## src/rtl/mem_responder.sv

```systemverilog
// Multi-cycle 16-bit data-memory responder: accepts one read/write per handshake,
// commits it LATENCY cycles later with a done pulse. Optional macro: MEM_RESP_ALIGN_CHK_EN.
module mem_responder #(
    parameter int LATENCY = 2,
    parameter int AW      = 8
) (
    input  logic        clk,
    input  logic        rst,
    input  logic        req_valid,
    input  logic        wr,
    input  logic [15:0] addr,
    input  logic [15:0] data_in,
    output logic        busy,
    output logic        done,
    output logic [15:0] data_out,
    output logic        err
);

    localparam int DEPTH = 1 << AW;
    localparam logic [3:0] CNT_LOAD = (LATENCY > 1) ? 4'(LATENCY - 2) : 4'd0;

    typedef enum logic [1:0] {
        IDLE = 2'd0,
        WAIT = 2'd1,
        DONE = 2'd2
    } state_t;

    state_t          state_reg, state_next;
    logic [3:0]      cnt_reg, cnt_next;
    logic            wr_reg;
    logic [AW-1:0]   word_reg;
    logic [15:0]     wdata_reg;
    logic            mis_reg;
    logic [15:0]     data_out_reg;
    logic [15:0]     mem [DEPTH];

    logic            accept;
    logic            commit;
    logic            c_wr;
    logic [AW-1:0]   c_word;
    logic [15:0]     c_data;
    logic            c_mis;
    logic            in_mis;
    logic            unused_addr;

    assign accept      = (state_reg == IDLE) && req_valid;
    assign unused_addr = ^addr;

`ifdef MEM_RESP_ALIGN_CHK_EN
    assign in_mis = addr[0];
`else
    assign in_mis = 1'b0;
`endif

    // With LATENCY=1 the commit edge is the acceptance edge, so the live inputs
    // must be used instead of the (not yet loaded) latched request.
    always_comb begin
        if (state_reg == IDLE) begin
            c_wr   = wr;
            c_word = addr[AW:1];
            c_data = data_in;
            c_mis  = in_mis;
        end else begin
            c_wr   = wr_reg;
            c_word = word_reg;
            c_data = wdata_reg;
            c_mis  = mis_reg;
        end
    end

    always_comb begin
        state_next = state_reg;
        cnt_next   = cnt_reg;
        commit     = 1'b0;
        case (state_reg)
            IDLE: begin
                if (accept) begin
                    if (LATENCY == 1) begin
                        state_next = DONE;
                        commit     = 1'b1;
                    end else begin
                        state_next = WAIT;
                        cnt_next   = CNT_LOAD;
                    end
                end
            end
            WAIT: begin
                if (cnt_reg == 4'd0) begin
                    state_next = DONE;
                    commit     = 1'b1;
                end else begin
                    cnt_next = cnt_reg - 4'd1;
                end
            end
            DONE:    state_next = IDLE;
            default: state_next = IDLE;
        endcase
    end

    always_ff @(posedge clk or negedge rst) begin
        if (!rst) begin
            state_reg <= IDLE;
            cnt_reg   <= 4'd0;
            wr_reg    <= 1'b0;
            word_reg  <= '0;
            wdata_reg <= 16'h0000;
            mis_reg   <= 1'b0;
        end else begin
            state_reg <= state_next;
            cnt_reg   <= cnt_next;
            if (accept) begin
                wr_reg    <= wr;
                word_reg  <= addr[AW:1];
                wdata_reg <= data_in;
                mis_reg   <= in_mis;
            end
        end
    end

    // Storage has no reset; the rst gate keeps a request seen during reset
    // from ever reaching the array.
    always_ff @(posedge clk) begin
        if (rst && commit && c_wr && !c_mis) begin
            mem[c_word] <= c_data;
        end
    end

    always_ff @(posedge clk or negedge rst) begin
        if (!rst) begin
            data_out_reg <= 16'h0000;
        end else if (commit && !c_wr && !c_mis) begin
            data_out_reg <= mem[c_word];
        end
    end

    assign busy     = (state_reg != IDLE);
    assign done     = (state_reg == DONE);
    assign data_out = data_out_reg;
    assign err      = done && mis_reg;

endmodule
```

## config.mk

```make
export PLATFORM = sky130hd
export DESIGN_NAME = mem_responder
export DESIGN_NICKNAME = d
export VERILOG_FILES = /design/src/rtl/mem_responder.sv
export SDC_FILE = /design/constraint.sdc
export NUM_CORES = 2
export LEC_CHECK = 0
export BUFFER_PORTS_ARGS = -buffer_cell sky130_fd_sc_hd__buf_2
export CAP_MARGIN = 0
export CORE_ASPECT_RATIO = 2
export CORE_MARGIN = 10
export CORE_UTILIZATION = 45
export CTS_BUF_LIST = sky130_fd_sc_hd__clkbuf_4 sky130_fd_sc_hd__clkbuf_8
export DETAILED_ROUTE_END_ITERATION = 16
export GPL_ROUTABILITY_DRIVEN = 1
export HOLD_SLACK_MARGIN = 0.15
export PLACE_DENSITY = 0.63
export SLEW_MARGIN = 20
export SYNTH_ARGS = -nofsm -noshare
export SYNTH_HDL_FRONTEND = slang
export SYNTH_SLANG_ARGS = --single-unit
export TNS_END_PERCENT = 5
```

## constraint.sdc

```tcl
create_clock -name clk -period 5.6 [get_ports clk]
set_input_delay 0.84 -clock clk [delete_from_list [all_inputs] [get_ports clk]]
set_output_delay 0.84 -clock clk [all_outputs]
set_load 0.02 [all_outputs]
```

==> flow_summary_export.csv <==
group,metric,value,unit
floorplanning,die_x,432,µm
grt,antenna_found_initial,14,
pwr,leakage,52.7,nW
floorplanning,die_y,844,µm
sta,holdWs,0.511,ns
clock_tree,cts_resized,0,
synth,synth_top_family_by_area,"compound AO/OA/AOI/OAI gates",
synth,synth.top_cell.area_share,80.5,%
synth,synth_adder_area_share,0.0164,%
critical_path,critPathRequiredTime,6.53,ns
synth,yosys.area.top_type,"edfxtp_1",
placed_design,gp_congestion,0.909,
placed_design,placed_area,0.162,mm²
detailed_routing,drt_iter0_markers,10600,
critical_path,end_kind,"flop",
run,drv_cap,0,
synth,muxShareOfSynthArea,0.184,%
synth,synth_compound_area_share,15.4,%
layout,area_growth,13.0,%
grt,track_usage,24.2,%
synth,synth_nets,8674,
sta,finalHoldViolCount,0,
sta,slew_headroom,13.9,%
synth,synth_simple_gate_area_share,1.20,%
pwr,ir_drop,1.14,mV
sta,setup_viol,0,
sta,finalSetupTns,0,ns
synth,synth_cells,8636,
critical_path,cpMaxStageDelayCell,"o41ai_2",
synth,yosysWarningCount,0,
sta,fmax,200,MHz
clock_tree,post_cts_buffers,0,
synth,synth.most_common_cell,"edfxtp_1",
detailed_routing,vias,89000,
floorplanning,rows,302,
grt,grt_pass1_vias,89100,
clock_tree,cts_max_path_buffers,4,
critical_path,arrival,5.94,ns
detailed_routing,wirelength,456000,µm
critical_path,reg2regPathDepth,9,
clock_tree,cts_made_buffers,532,
critical_path,slowest_delay,1.15,ns
critical_path,cp_max_fo,46,
layout,fin_util,51.1,%
grt,grt_max_degree,167,
sta,finalCriticalPeriod,5.01,ns
synth,synth_xor_xnor_area_share,0.0115,%
sta,fin_crit_sh,89.4,%
synth,yosysUniqueCellTypes,45,
detailed_routing,dr.pass1.iters,8,
critical_path,crit_chain,"nor2_4 > buf_4 > o21a_4 > buf_4 > a21oi_1 > o41ai_2 > a41oi_1 > nor4_1 > a21oi_1",
floorplanning,core_area,0.338,mm²
synth,synth_edf_count,4096,
detailed_routing,via_per_inst,6.32,
grt,grt-ovfl-total,0,
floorplanning,ioPinCount,55,
synth,ys.flop_type,"edfxtp_1",
hold_path,hold_path.class,"flop to flop",
clock_tree,htreeDepth,6,
hold_path,hold-path-cell-count,1,
sta,rsz0062_at_grt,"no",
pwr,p_per_area,563,mW/mm²
sta,tightest_slew,1.28,ns
clock_tree,holdBufCountCts,28,
synth,avgSynthCellArea,17.7,µm²
placed_design,io_buffers,45,
clock_tree,clk_transition_reported_paths,0.07,ns
detailed_routing,post-route-drc-count,0,
synth,synth_seq_cells,4143,
synth,synth_area_leaders,"edfxtp_1, a22oi_1, a21oi_1",
clock_tree,root_buffer,"clkbuf_8",
grt,grt_pass1_wl,644000,µm
critical_path,worstSetupPathType,"flop to flop",
layout,largest_reg_flops,4096,
layout,layout.nets,9291,
sta,final-max-slew-violation-count,0,
synth,ys_async_sr_fraction,1.13,%
layout,fin_area,0.173,mm²
outcome,status,"finished, final reports clean",
detailed_routing,ant_nets,0,
layout,drive_gt1_share,17.0,%
floorplanning,start_util,45.2,%
synth,netlist_area,0.153,mm²
synth,synth_common_cells,"edfxtp_1, a22oi_1, a21oi_1, buf_2, nor2_1",
sta,finClkSkew,0.0694,ns
detailed_routing,routedWlPerCell,32.4,µm
clock_tree,cts_tree,"done",
clock_tree,worstSkewPairLatency,1.09,ns
critical_path,cp-start-kind,"flop",
synth,yosysSeqAreaShare,81.2,%
placed_design,dp_hpwl,274000,µm
floorplanning,dieArea,0.365,mm²
clock_tree,clock-sinks,4143,
## final timing paths
path,startpoint,end,slack (ns)
worst max-delay path,state_reg[0],data_out[11],0.59
worst min-delay path,wdata_reg[4],wdata_reg[4],0.51
worst max register to register,state_reg[0],data_out[11],0.59
worst min register to register,wdata_reg[4],wdata_reg[4],0.51
max in group asynchronous,rst,wdata_reg[11],4.42
min in group asynchronous,rst,data_out[9],0.62
## layer usage
layer  part of all wire [%]  global-route usage [%]
met2                     50                    41.2
met4                    9.6                    19.3
met5                 0.0070                       0
met3                    7.5                    3.73
met1                     33                    26.9
## cell type report
class | instances | area (µm²)
well taps | 4408 | 5520
diodes | 20 | 50.0
fillers | 26800 | 165000
inverters | 9 | 33.8
clock buffers | 711 | 8820
clock inverters | 219 | 1450
multi-input cells | 3832 | 26300
flip-flops and latches | 4143 | 124000
repair buffers | 735 | 6470
## worst max-delay path, delay by kind of cell, from the launching register on
kind                   cells  cell delay, ns
flip-flops                 1            0.47
AND/OR/NAND/NOR            2            0.75
AO/OA/AOI/OAI              5            2.47
buffers and inverters      2            1.08
## through the flow
step / instances / setup slack, ns / total power [W]
after floorplan: 8636 / -0.00473 / 0.0607
after global placement: 13100 / 0.428 / 0.0747
after detailed placement: 13100 / 0.591 / 0.0755
after CTS: 14100 / 0.752 / 0.0970
after global routing: 14100 / 0.535 / 0.100
final: 14100 / 0.593 / 0.0972
## placed cells by master, fill, tap and decap left out, drive strengths merged, types with 82 or more instances in the layout
| cell | instances |
|---|---|
| nand2 | 82 |
| clkinv | 174 |
| buf | 707 |
| a22oi | 1792 |
| o41ai | 216 |
| nor2 | 258 |
| a21oi | 912 |
| edfxtp | 4096 |
| a221oi | 128 |
| clkbuf | 711 |
| a22o | 128 |
## power breakdown
group          internal, W  switching (W)
registers           0.0413       0.000243
clock network       0.0110         0.0109
logic              0.00826         0.0255
## kinds of logic after synthesis
logic type | count (synthesis)
other | 1
muxes | 25
adders and majority gates | 2
xor gates and xnor gates | 2
buffers and inverters | 661
DFF | 4143
AOI/OAI and AO/OA | 3367
and+or+nand+nor | 435
Power figures use the tool's default switching activity.
